$ cat config.mk
export PLATFORM = sky130hd
export DESIGN_NAME = condicionador_jogada
export DESIGN_NICKNAME = d
export VERILOG_FILES = /design/src/rtl/condicionador_jogada.sv
export SDC_FILE = /design/constraint.sdc
export NUM_CORES = 1
export LEC_CHECK = 0
export ABC_AREA = 1
export CAP_MARGIN = 20
export CORE_UTILIZATION = 40
export CTS_CLUSTER_SIZE = 8
export DETAILED_ROUTE_END_ITERATION = 6
export MAX_ROUTING_LAYER = met4
export SETUP_SLACK_MARGIN = 0.05
export SYNTH_ARGS = -nofsm -noshare
export SYNTH_HDL_FRONTEND = slang
export SYNTH_SLANG_ARGS = --single-unit
export TNS_END_PERCENT = 5
$ cat constraint.sdc
create_clock -name clock -period 1.5 [get_ports clock]
set_input_delay 0.225 -clock clock [delete_from_list [all_inputs] [get_ports clock]]
set_output_delay 0.225 -clock clock [all_outputs]
set_load 0.01 [all_outputs]
$ cat src/rtl/condicionador_jogada.sv
// Button conditioner: 2-FF synchronizer, press/release debounce and one-hot
// validation, producing a held move code plus one-cycle accept/multiple strobes.
module condicionador_jogada #(
    parameter int N_BOTOES        = 4,
    parameter int DEBOUNCE_CICLOS = 50000
) (
    input  logic                clock,
    input  logic                reset,
    input  logic [N_BOTOES-1:0] botoes,
    input  logic                habilita,
    output logic                jogada_valida,
    output logic [N_BOTOES-1:0] jogada,
    output logic                jogada_multipla,
    output logic [3:0]          db_estado
);

    localparam int CNT_W = $clog2(DEBOUNCE_CICLOS);
    localparam logic [CNT_W-1:0] CNT_FIM = CNT_W'(DEBOUNCE_CICLOS - 1);
    localparam logic [CNT_W-1:0] CNT_UM  = CNT_W'(1);

    localparam logic [1:0] ESPERA       = 2'd0;
    localparam logic [1:0] FILTRA_PRESS = 2'd1;
    localparam logic [1:0] PRESSIONADO  = 2'd2;
    localparam logic [1:0] FILTRA_SOLTA = 2'd3;

    logic [N_BOTOES-1:0] sinc1_q, sinc2_q;
    logic [1:0]          estado_q, estado_d;
    logic [CNT_W-1:0]    cnt_q, cnt_d;
    logic [N_BOTOES-1:0] amostra_q, amostra_d;
    logic [N_BOTOES-1:0] jogada_q, jogada_d;
    logic                valida_q, valida_d;
    logic                multipla_q, multipla_d;

    function automatic logic eh_onehot(input logic [N_BOTOES-1:0] v);
        return (v != '0) && ((v & (v - N_BOTOES'(1))) == '0);
    endfunction

    always_comb begin
        estado_d   = estado_q;
        cnt_d      = cnt_q;
        amostra_d  = amostra_q;
        jogada_d   = jogada_q;
        valida_d   = 1'b0;
        multipla_d = 1'b0;
        case (estado_q)
            ESPERA: begin
                if (habilita && (sinc2_q != '0)) begin
                    amostra_d = sinc2_q;
                    estado_d  = FILTRA_PRESS;
                    cnt_d     = '0;
                end
            end
            FILTRA_PRESS: begin
                // Any change of the sampled pattern or loss of enable aborts silently.
                if (!habilita || (sinc2_q != amostra_q)) begin
                    estado_d = ESPERA;
                    cnt_d    = '0;
                end else if (cnt_q == CNT_FIM) begin
                    estado_d = PRESSIONADO;
                    cnt_d    = '0;
                    if (eh_onehot(amostra_q)) begin
                        jogada_d = amostra_q;
                        valida_d = 1'b1;
                    end else begin
                        multipla_d = 1'b1;
                    end
                end else begin
                    cnt_d = cnt_q + CNT_UM;
                end
            end
            PRESSIONADO: begin
                if (sinc2_q == '0) begin
                    estado_d = FILTRA_SOLTA;
                    cnt_d    = '0;
                end
            end
            FILTRA_SOLTA: begin
                if (sinc2_q != '0) begin
                    estado_d = PRESSIONADO;
                    cnt_d    = '0;
                end else if (cnt_q == CNT_FIM) begin
                    estado_d = ESPERA;
                    cnt_d    = '0;
                end else begin
                    cnt_d = cnt_q + CNT_UM;
                end
            end
            default: begin
                estado_d = ESPERA;
                cnt_d    = '0;
            end
        endcase
    end

    always_ff @(posedge clock) begin
        if (reset) begin
            sinc1_q    <= '0;
            sinc2_q    <= '0;
            estado_q   <= ESPERA;
            cnt_q      <= '0;
            amostra_q  <= '0;
            jogada_q   <= '0;
            valida_q   <= 1'b0;
            multipla_q <= 1'b0;
        end else begin
            sinc1_q    <= botoes;
            sinc2_q    <= sinc1_q;
            estado_q   <= estado_d;
            cnt_q      <= cnt_d;
            amostra_q  <= amostra_d;
            jogada_q   <= jogada_d;
            valida_q   <= valida_d;
            multipla_q <= multipla_d;
        end
    end

    assign jogada_valida   = valida_q;
    assign jogada_multipla = multipla_q;
    assign jogada          = jogada_q;
    assign db_estado       = {2'b00, estado_q};

endmodule

Yosys cells after proc, flatten, opt, wreduce, memory -nomap -nowiden --
Index checks and enable logic that the tools add are counted. W data, S select, Z words.
Word-level totals: register bits after elaboration 36, latch bits 0, memory bits (writable) 0, bits in read-only memories 0, output and inout bits 10, logic and storage cells 52, memories kept 0
Cells by class: add/subtract/negate cells 2, multipliers 0, divide/modulo/power cells 0, $lt $le $gt $ge 0, eq/ne operators 9, shift-type cells 0, multiplexer cells 15, bitwise gates (word level) 4, reductions and logical operators 14
Operators by type and width (number):
- $mux W16 | 5
- $pmux W16 S4 | 1
- $add A16 B1 Y16 const B | 1
- $eq A16 B16 Y1 const B | 1
- $mux W2 | 6
- $logic_not A4 Y1 | 2
- $pmux W2 S4 | 1
- $reduce_and A4 Y1 | 2
- $reduce_bool A4 Y1 | 2
- $ne A3 B3 Y1 const B | 2
- $and A4 B4 Y4 | 1
- $eq A2 B2 Y1 const B | 2
- $ne A2 B2 Y1 const B | 2
- $ne A4 B4 Y1 | 1
- $reduce_and A2 Y1 | 2
- $reduce_or A4 Y1 | 1
- $sub A4 B1 Y4 const B | 1
- $not A1 Y1 | 3
- $eq A2 B1 Y1 const B | 1
- $logic_and A1 B1 Y1 | 2
- $logic_not A2 Y1 | 1
- $mux W1 | 2
- $logic_not A1 Y1 | 1
- $logic_or A1 B1 Y1 | 1

Longest topological paths before layout --
Gate-level depths: netlist (run 1).
depth after elaboration 5, mapped depth 11, mapped depth without buffers 11

Least setup slack after synthesis (run 1) --
OpenSTA, ideal clock, no wires.
kind register to register, start register cnt_q[0], end register jogada_q[0] (netlist: jogada[0]), setup time 0.113 ns, arrival 1.329 ns, setup slack 0.058 ns, cell stages (with the launch flop) 11, buffers on the path 0, cells stage by stage dfxtp_1 -> ha_1 -> inv_2 -> nor2_4 -> inv_2 -> nor2_4 -> nand2_4 -> nor2_4 -> nand2_4 -> nor2_1 -> nor2_1
Between the ends: longest elaborated chain between the ends 2
Ends and longest elaborated chain:
- start: declaration | RTL line 28 | logic [CNT_W-1:0] cnt_q, cnt_d;
- start signal: assignment | RTL line 109 | cnt_q <= cnt_d;
- $eq A16 B16 Y1 | RTL line 58 | end else if (cnt_q == CNT_FIM) begin
- $reduce_and A4 Y1 (no source line)
- end signal: assignment | RTL line 111 | jogada_q <= jogada_d;
- end: declaration | RTL line 30 | logic [N_BOTOES-1:0] jogada_q, jogada_d;
Every way passes these cells. A chain may end at the register's enable or synchronous reset.

Worst setup path after layout (run 1) --
start register cnt_q[0], end register cnt_q[4]
Between the ends: longest elaborated chain between the ends 4, elaborated cells between the ends (all ways) 6, those cells by class 1 x add/sub; 1 x eq/ne; 4 x mux
Ends and longest elaborated chain:
- $add A16 B1 Y16 / $eq A16 B16 Y1 (equally long branches)
- $mux W16 (*) | RTL line 58, 81
- $mux W16 (on tied branches) | RTL line 78, 55
- $pmux W16 S4 (*) | RTL line 45 | case (estado_q)
Mark *: on every way between the ends. The rest lies on a longest branch, timed or not.

==> metrics.txt, run 1 <==
# TYPE chip_impl_metric gauge
chip_impl_metric{name="routed_via_density",unit=""} 4.668
chip_impl_metric{name="drt-initial-drc-count",unit=""} 137
chip_impl_metric{name="clk_pin_slew",unit="ns"} 0.08
chip_impl_info{name="cts_tree",value="yes"} 1
chip_impl_metric{name="largest_net_degree_at_the_start_of_global_routing",unit=""} 20
chip_impl_metric{name="hpwl",unit="um"} 3326
chip_impl_info{name="run_status",value="completed"} 1
chip_impl_metric{name="crit_fanout",unit=""} 6
chip_impl_metric{name="start_util",unit=""} 0.4199
chip_impl_metric{name="fraction_of_layout_instances_using_a_drive_strength_above_1",unit=""} 0.2545
chip_impl_metric{name="gp_congestion",unit=""} 0.9467
chip_impl_metric{name="number_of_buffers_between_clock_root_and_the_deepest_sink",unit=""} 2
chip_impl_info{name="synth_common_cells",value="sky130_fd_sc_hd__nand2_1 (76), sky130_fd_sc_hd__nor2_1 (43), sky130_fd_sc_hd__dfxtp_1 (36)"} 1
chip_impl_metric{name="num_rows",unit=""} 25
chip_impl_info{name="top_usage_layer",value="met2"} 1
chip_impl_metric{name="ys_async_sr_fraction",unit=""} 0
chip_impl_metric{name="flow.area_growth_from_synthesis",unit="%"} 24.97
chip_impl_metric{name="avgSynthCellArea",unit="sq um"} 6.743
chip_impl_metric{name="coreArea",unit="sq um"} 4786
chip_impl_metric{name="synth_top_area_frac",unit=""} 0.3587
chip_impl_metric{name="grt_pass1_wl",unit="um"} 7458
chip_impl_info{name="critical_path.cell_chain",value="ha_4 -> inv_2 -> nor2_4 -> inv_2 -> nor2_4 -> nand2_4 -> buf_4 -> nand2_4 -> nand2_4 -> nand2_4 -> nor2_2"} 1
chip_impl_metric{name="grt-ovfl-total",unit=""} 0
chip_impl_metric{name="postSynthCellCount",unit=""} 298
chip_impl_metric{name="area_fraction_in_compound_gates_after_synthesis",unit=""} 0.08157
chip_impl_info{name="criticalPathCategory",value="reg2reg"} 1
chip_impl_metric{name="placed_cells_incl_taps",unit=""} 389
chip_impl_metric{name="synth_enable_flop_cells",unit=""} 0
chip_impl_metric{name="nets_final",unit=""} 341
chip_impl_info{name="critPathSlowestCell",value="sky130_fd_sc_hd__dfxtp_2"} 1
chip_impl_metric{name="synth.lib_cells_used.distinct",unit=""} 30
chip_impl_metric{name="post_synth_fa_ha_maj_area_fraction",unit=""} 0.006227
chip_impl_info{name="yosysTopAreaCell",value="sky130_fd_sc_hd__dfxtp_1"} 1
chip_impl_info{name="endpoint_kind",value="register"} 1
chip_impl_metric{name="timing.final.crit_period",unit="ns"} 1.441
chip_impl_metric{name="xor_and_xnor_fraction_of_the_mapped_netlist_area",unit=""} 0.004359
chip_impl_metric{name="remaining_drc_errors",unit=""} 0
chip_impl_metric{name="grtUsageMet3",unit=""} 0.03729
chip_impl_info{name="clock-root-buffer",value="sky130_fd_sc_hd__clkbuf_8"} 1
chip_impl_metric{name="p_leak",unit="nW"} 1.048
chip_impl_metric{name="muxShareOfSynthArea",unit=""} 0
chip_impl_metric{name="post_cts_hold_buffer_count",unit=""} 0
chip_impl_metric{name="ys_seq_area_frac",unit=""} 0.3587
chip_impl_metric{name="hold_viol_final",unit=""} 0
chip_impl_metric{name="yosys.area_share.simple",unit=""} 0.4371
chip_impl_metric{name="power.density_cell_area",unit="nW/um^2"} 823.3
chip_impl_metric{name="dieWidth",unit="um"} 72.88
chip_impl_metric{name="ys_ff_latch",unit=""} 36
chip_impl_info{name="yosys.cell_count.top_type",value="sky130_fd_sc_hd__nand2_1"} 1
chip_impl_metric{name="max_cap_viol_count",unit=""} 0
chip_impl_metric{name="critical-path-max-stage-delay",unit="ns"} 0.36
chip_impl_info{name="worst_hold_path_type",value="reg2reg"} 1
chip_impl_metric{name="drt-wirelength-per-cell",unit="um"} 11.00
chip_impl_metric{name="global_route.usage.met1",unit=""} 0.2669
chip_impl_metric{name="first_global_vias",unit=""} 1605
chip_impl_metric{name="finalSetupViolCount",unit=""} 0
chip_impl_metric{name="finalCritPeriodShare",unit=""} 0.9605
chip_impl_metric{name="stdcell_area",unit="sq um"} 2511
chip_impl_metric{name="crit_required",unit="ns"} 1.69
chip_impl_info{name="setup_repair_after_global_routing_missed_its_margin",value="yes"} 1
chip_impl_info{name="synth_ff_type",value="sky130_fd_sc_hd__dfxtp_1"} 1
chip_impl_metric{name="peak_ir_drop_on_the_vdd_network",unit="mV"} 0.4369
chip_impl_info{name="synth_top_family_by_area",value="simple AND/OR/NAND/NOR gates"} 1
chip_impl_metric{name="route.final.wire_length",unit="um"} 4410
chip_impl_metric{name="netlist_area",unit="sq um"} 2009
chip_impl_metric{name="htree_num_levels",unit=""} 2
chip_impl_metric{name="maxSlewViolCount",unit=""} 0
chip_impl_metric{name="tritoncts.num_buffers",unit=""} 5
chip_impl_info{name="crit_path_frequent_cell",value="sky130_fd_sc_hd__nand2_4"} 1
chip_impl_metric{name="finalNonFillerCells",unit=""} 401
chip_impl_metric{name="rrSetupSlack",unit="ns"} 0.06
chip_impl_metric{name="cp.arrival",unit="ns"} 1.63
chip_impl_metric{name="fmax",unit="GHz"} 0.6941
chip_impl_metric{name="layout.filler_cells",unit=""} 484
chip_impl_metric{name="drt.antenna.violating_nets",unit=""} 0
chip_impl_metric{name="io-pin-count",unit=""} 17
chip_impl_metric{name="antenna_cells_inserted",unit=""} 0
chip_impl_metric{name="antenna_found_initial",unit=""} 0
chip_impl_info{name="synth_area_leaders",value="sky130_fd_sc_hd__dfxtp_1 (36%), sky130_fd_sc_hd__nand2_1 (14%), sky130_fd_sc_hd__nor2_1 (8.0%), sky130_fd_sc_hd__inv_1 (6.4%), sky130_fd_sc_hd__nand3_1 (5.7%)"} 1
chip_impl_metric{name="total_die_area",unit="sq um"} 5311
chip_impl_metric{name="synthesis.yosys.warnings",unit=""} 0
chip_impl_info{name="crit_path_start_kind",value="register"} 1
chip_impl_metric{name="port_buffers",unit=""} 14
chip_impl_metric{name="grt_resource_usage_total",unit=""} 0.1903
chip_impl_metric{name="detailedRoute.firstPassIterationCount",unit=""} 4
chip_impl_metric{name="gr-usage-met2",unit=""} 0.2721
chip_impl_metric{name="clock_sinks",unit=""} 36
chip_impl_metric{name="clock-skew-final",unit="ns"} 0.009855
chip_impl_metric{name="dpl_cell_area",unit="sq um"} 2310
chip_impl_metric{name="detailroute.via_count",unit=""} 1872
chip_impl_metric{name="die-height",unit="um"} 72.88
chip_impl_metric{name="worst_skew_pair.late_latency",unit="ns"} 0.29
-- stage by stage --
stage	total power [mW]	util	setup TNS (ns)	setup slack, ns	hold slack [ns]
2_1_floorplan	1.238	-	0	0.05794	0.2941
3_3_place_gp	1.341	0.4826	-1.077	-0.09494	0.3917
3_5_place_dp	1.342	0.4826	-1.949	-0.1452	0.3920
4_1_cts	2.068	0.5027	0	0.05018	0.4021
5_1_grt	2.154	0.5247	-0.001302	-0.001138	0.4069
6_report	2.067	0.5247	0	0.05931	0.3946
-- cells in the final DEF, fill, tap and decap left out, types with 10 or more instances in the layout --
master                            netlist  layout
sky130_fd_sc_hd__clkdlybuf4s50_1        0      12
sky130_fd_sc_hd__inv_1                 34      34
sky130_fd_sc_hd__nor2_1                43      39
sky130_fd_sc_hd__a21oi_1               12      11
sky130_fd_sc_hd__dfxtp_2                0      10
sky130_fd_sc_hd__buf_4                  2      17
sky130_fd_sc_hd__dfxtp_1               36      26
sky130_fd_sc_hd__nor2_2                 9      13
sky130_fd_sc_hd__nand3_1               23      22
sky130_fd_sc_hd__nand2_1               76      73
-- layout make-up --
type	instances	area, sq um	area share
Clock buffer	7	86.33	0.03438
Clock inverter	1	7.507	0.002990
Tap cell	67	83.83	0.03338
Timing Repair Buffer	33	296.5	0.1181
Inverter	45	168.9	0.06726
Sequential cell	36	733.2	0.2920
Multi-Input combinational cell	212	1135	0.4519
-- repair_timing --
item | CTS | global route
endpoints found under the setup margin | 8 | 23
pin swaps | 2 | 8
resized for setup | 5 | 24
buffers inserted | 0 | 4
-- critical path: cells and delay by family, from the launching register on --
kind / cells / cell delay, ns
buffers and inverters: 3 / 0.24
and+or+nand+nor: 7 / 0.59
DFF: 1 / 0.36
adders and majority gates: 1 / 0.13
-- cells by family (layout without fill, tap and decap cells) --
kind of cell	count (synthesis)	count (layout)
simple gates	180	180
buf+inv	51	86
flops	36	36
compound gates	28	28
fa+ha+maj	1	1
other cells	1	2
xor+xnor	1	1
-- report_power, final --
| part | total (mW) | switching [mW] | internal [mW] |
|---|---|---|---|
| clock network | 0.733 | 0.359 | 0.373 |
| logic | 0.328 | 0.197 | 0.131 |
| registers | 1.01 | 0.0225 | 0.984 |
| total | 2.07 | 0.579 | 1.49 |
-- state kept, by name, indices dropped and copies added (netlist names) --
name and count:
amostra_q 4, cnt_q 16, estado_q 2, jogada 4, jogada_multipla 1, jogada_valida 1, sinc1_q 4, sinc2_q 4
-- final timing paths --
path / start / end / cells past startpoint
worst max-delay path: cnt_q[0]$_SDFFE_PP0P_ / cnt_q[4]$_SDFFE_PP0P_ / 11
worst min-delay path: sinc1_q[2]$_SDFF_PP0_ / sinc2_q[2]$_SDFF_PP0_ / 2
worst max register to register: cnt_q[0]$_SDFFE_PP0P_ / cnt_q[4]$_SDFFE_PP0P_ / 11
worst min register to register: sinc1_q[2]$_SDFF_PP0_ / sinc2_q[2]$_SDFF_PP0_ / 2
-- metal layers --
| layer | vias to the layer above | share of wire |
|---|---|---|
| li1 | 995 | - |
| met1 | 838 | 0.53 |
| met2 | 33 | 0.42 |
| met3 | 6 | 0.032 |
| met4 | 0 | 0.014 |
| met5 | - | 0 |
Note: power is estimated with default switching activity, not from simulation.
==> inputs of run 2 (changes only) <==
--- a/config.mk
+++ b/config.mk
@@ -12,6 +12,7 @@
 export DETAILED_ROUTE_END_ITERATION = 6
 export MAX_ROUTING_LAYER = met4
 export SETUP_SLACK_MARGIN = 0.05
+export SLEW_MARGIN = 20
 export SYNTH_ARGS = -nofsm -noshare
 export SYNTH_HDL_FRONTEND = slang
 export SYNTH_SLANG_ARGS = --single-unit
==> results of run 2 <==
Final layout, timing and power as in run 1 (identical DEF).
==> inputs of run 3 (changes only) <==
--- a/config.mk
+++ b/config.mk
@@ -10,8 +10,10 @@
 export CORE_UTILIZATION = 40
 export CTS_CLUSTER_SIZE = 8
 export DETAILED_ROUTE_END_ITERATION = 6
+export GPL_TIMING_DRIVEN = 0
 export MAX_ROUTING_LAYER = met4
 export SETUP_SLACK_MARGIN = 0.05
+export SKIP_CTS_REPAIR_TIMING = 1
 export SLEW_MARGIN = 20
 export SYNTH_ARGS = -nofsm -noshare
 export SYNTH_HDL_FRONTEND = slang
==> metrics.txt, run 3 (same netlist as run 1, synthesis figures left out) <==
# TYPE chip_impl_metric gauge
chip_impl_metric{name="tritoncts.num_buffers",unit=""} 5
chip_impl_info{name="run_status",value="completed"} 1
chip_impl_info{name="worst_hold_path_type",value="in2reg"} 1
chip_impl_metric{name="start_util",unit=""} 0.4199
chip_impl_info{name="critical_path.cell_chain",value="clkdlybuf4s50_1"} 1
chip_impl_metric{name="power.share.sequential",unit=""} 0.497
chip_impl_metric{name="clock-skew-final",unit="ns"} 0.01030
chip_impl_metric{name="routed_via_density",unit=""} 4.606
chip_impl_info{name="most_frequent_cells_in_the_layout",value="sky130_fd_sc_hd__nand2_1 (74), sky130_fd_sc_hd__nor2_1 (41), sky130_fd_sc_hd__inv_1 (34), sky130_fd_sc_hd__nand3_1 (23), sky130_fd_sc_hd__dfxtp_1 (23)"} 1
chip_impl_metric{name="clk_pin_slew",unit="ns"} 0.07
chip_impl_metric{name="dpl_cell_area",unit="sq um"} 2237
chip_impl_metric{name="stdcell_area",unit="sq um"} 2442
chip_impl_metric{name="worst_slack",unit="ns"} 0.06937
chip_impl_metric{name="critical-path-max-stage-delay",unit="ns"} 0.54
chip_impl_metric{name="whs_path_depth",unit=""} 2
chip_impl_info{name="cts_tree",value="yes"} 1
chip_impl_metric{name="gp_congestion",unit=""} 0.8924
chip_impl_info{name="path_delay_family",value="buffers and inverters"} 1
chip_impl_metric{name="hold_viol_final",unit=""} 0
chip_impl_metric{name="timing.final.crit_period",unit="ns"} 1.431
chip_impl_metric{name="fraction_of_layout_instances_using_a_drive_strength_above_1",unit=""} 0.2239
chip_impl_info{name="regToRegEndpoint",value="jogada[0]$_SDFFE_PP0P_"} 1
chip_impl_info{name="criticalPathCategory",value="reg2out"} 1
chip_impl_metric{name="total_die_area",unit="sq um"} 5311
chip_impl_metric{name="finalCritPeriodShare",unit=""} 0.9538
chip_impl_metric{name="io-pin-count",unit=""} 17
chip_impl_metric{name="detailedRoute.firstPassIterationCount",unit=""} 4
chip_impl_metric{name="rrSetupSlack",unit="ns"} 0.09
chip_impl_metric{name="clock_power_share",unit=""} 0.359
chip_impl_metric{name="num_rows",unit=""} 25
chip_impl_metric{name="detailroute.via_count",unit=""} 1810
chip_impl_metric{name="peak_ir_drop_on_the_vdd_network",unit="mV"} 0.4466
chip_impl_metric{name="worst_skew_pair.late_latency",unit="ns"} 0.30
chip_impl_info{name="endpoint",value="db_estado[0]"} 1
chip_impl_metric{name="drt-initial-drc-count",unit=""} 94
chip_impl_metric{name="timing.critical_path.buf_inv",unit=""} 1
chip_impl_info{name="max_flop_register",value="cnt_q"} 1
chip_impl_metric{name="finalSetupViolCount",unit=""} 0
chip_impl_metric{name="dieWidth",unit="um"} 72.88
chip_impl_metric{name="power.density_cell_area",unit="nW/um^2"} 831.2
chip_impl_metric{name="intPower",unit="mW"} 1.462
chip_impl_metric{name="port_buffers",unit=""} 14
chip_impl_metric{name="clock_sinks",unit=""} 36
chip_impl_metric{name="p_sw_frac",unit=""} 0.2799
chip_impl_metric{name="htree_num_levels",unit=""} 2
chip_impl_metric{name="layout.filler_cells",unit=""} 482
chip_impl_metric{name="largest_register_ff_count",unit=""} 16
chip_impl_metric{name="crit_required",unit="ns"} 1.27
chip_impl_metric{name="nets_final",unit=""} 333
chip_impl_metric{name="number_of_buffers_between_clock_root_and_the_deepest_sink",unit=""} 2
chip_impl_metric{name="route.final.wire_length",unit="um"} 4323
chip_impl_metric{name="antenna_cells_inserted",unit=""} 0
chip_impl_metric{name="worst-path-stages",unit=""} 1
chip_impl_metric{name="crit_fanout",unit=""} 5
chip_impl_metric{name="coreArea",unit="sq um"} 4786
chip_impl_metric{name="pre_cts_slack",unit="ns"} -0.2635
chip_impl_metric{name="grt_resource_usage_total",unit=""} 0.1894
chip_impl_info{name="setup_repair_after_global_routing_missed_its_margin",value="yes"} 1
chip_impl_metric{name="drt.antenna.violating_nets",unit=""} 0
chip_impl_metric{name="p_comb_frac",unit=""} 0.145
chip_impl_info{name="timing.critical_path.from",value="estado_q[0]$_SDFFE_PP0P_"} 1
chip_impl_info{name="endpoint_kind",value="output port"} 1
chip_impl_metric{name="antenna_found_initial",unit=""} 0
chip_impl_metric{name="cp.arrival",unit="ns"} 1.21
chip_impl_metric{name="drt-wirelength-per-cell",unit="um"} 11.00
chip_impl_metric{name="flow.area_growth_from_synthesis",unit="%"} 21.54
chip_impl_metric{name="max_cap_viol_count",unit=""} 0
chip_impl_info{name="clock-root-buffer",value="sky130_fd_sc_hd__clkbuf_8"} 1
chip_impl_info{name="r2r_start",value="cnt_q[1]$_SDFFE_PP0P_"} 1
chip_impl_metric{name="hpwl",unit="um"} 3133
chip_impl_info{name="critPathSlowestCell",value="sky130_fd_sc_hd__clkdlybuf4s50_1"} 1
chip_impl_metric{name="fmax",unit="GHz"} 0.6990
chip_impl_metric{name="grt-ovfl-total",unit=""} 0
chip_impl_metric{name="largest_net_degree_at_the_start_of_global_routing",unit=""} 12
chip_impl_info{name="crit_path_start_kind",value="register"} 1
chip_impl_metric{name="p_leak",unit="nW"} 1.025
chip_impl_metric{name="maxSlewViolCount",unit=""} 0
chip_impl_metric{name="remaining_drc_errors",unit=""} 0
chip_impl_metric{name="grt_pass1_wl",unit="um"} 7472
chip_impl_metric{name="first_global_vias",unit=""} 1615
chip_impl_metric{name="die-height",unit="um"} 72.88
chip_impl_metric{name="r2r_cells",unit=""} 10
chip_impl_info{name="layout_commonest_cell",value="sky130_fd_sc_hd__nand2_1"} 1
chip_impl_metric{name="p_sw",unit="mW"} 0.5682
[run 3: changes by cell type in the layout (fill, tap and decap cells not counted), sizes merged]
cell          previous run  this run
dlymetal6s2s             0         2
clkbuf                   7         8
dlygate4sd2              2         0
clkinvlp                 1         2
clkinv                   2         1
buf                     19        10
[run 3: through the flow]
stage          cells    util  setup TNS (ns)  power, mW  hold WS (ns)
6_report         393  0.5103               0      2.030        0.2310
5_1_grt          393  0.5103         -0.1585      2.123        0.2570
4_1_cts          388  0.4871          -1.026      2.038        0.4029
3_5_place_dp     380  0.4675          -3.065      1.312        0.3931
3_3_place_gp     380  0.4675          -2.970      1.312        0.3911
2_1_floorplan    299       -               0      1.238        0.2941
[run 3: worst min-delay path by stage]
| stage | from | to |
|---|---|---|
| 2_1_floorplan | reset | cnt_q[13]$_SDFFE_PP0P_ |
| 3_3_place_gp | sinc1_q[0]$_SDFF_PP0_ | sinc2_q[0]$_SDFF_PP0_ |
| 3_5_place_dp | sinc1_q[1]$_SDFF_PP0_ | sinc2_q[1]$_SDFF_PP0_ |
| 4_1_cts | sinc1_q[1]$_SDFF_PP0_ | sinc2_q[1]$_SDFF_PP0_ |
| 5_1_grt | reset | cnt_q[1]$_SDFFE_PP0P_ |
| 6_report | reset | cnt_q[1]$_SDFFE_PP0P_ |
[run 3: per-layer routing]
layer	vias to the layer above	part of all wire	track usage
met1	775	0.52	0.2587
li1	985	-	-
met5	-	0	-
met3	9	0.040	0.04144
met4	0	0.018	0.07190
met2	41	0.42	0.2721
[run 3: power groups by stage]
stage	combinational (mW)	clock [mW]	sequential (mW)
2_1_floorplan	0.215	0	1.02
3_3_place_gp	0.284	0	1.03
3_5_place_dp	0.284	0	1.03
4_1_cts	0.285	0.747	1.01
5_1_grt	0.327	0.784	1.01
6_report	0.294	0.729	1.01
[run 3: final cells by class]
cell class              count  area [sq um]  share of cell area
plain buffers               6         52.55             0.02152
clock buffers               7         86.33             0.03535
clock inverters             1         7.507            0.003074
inverters                  45         172.7             0.07070
multi-input cells         212          1110              0.4544
flip-flops and latches     36         747.0              0.3058
well taps                  67         83.83             0.03432
repair buffers             19         182.7             0.07480
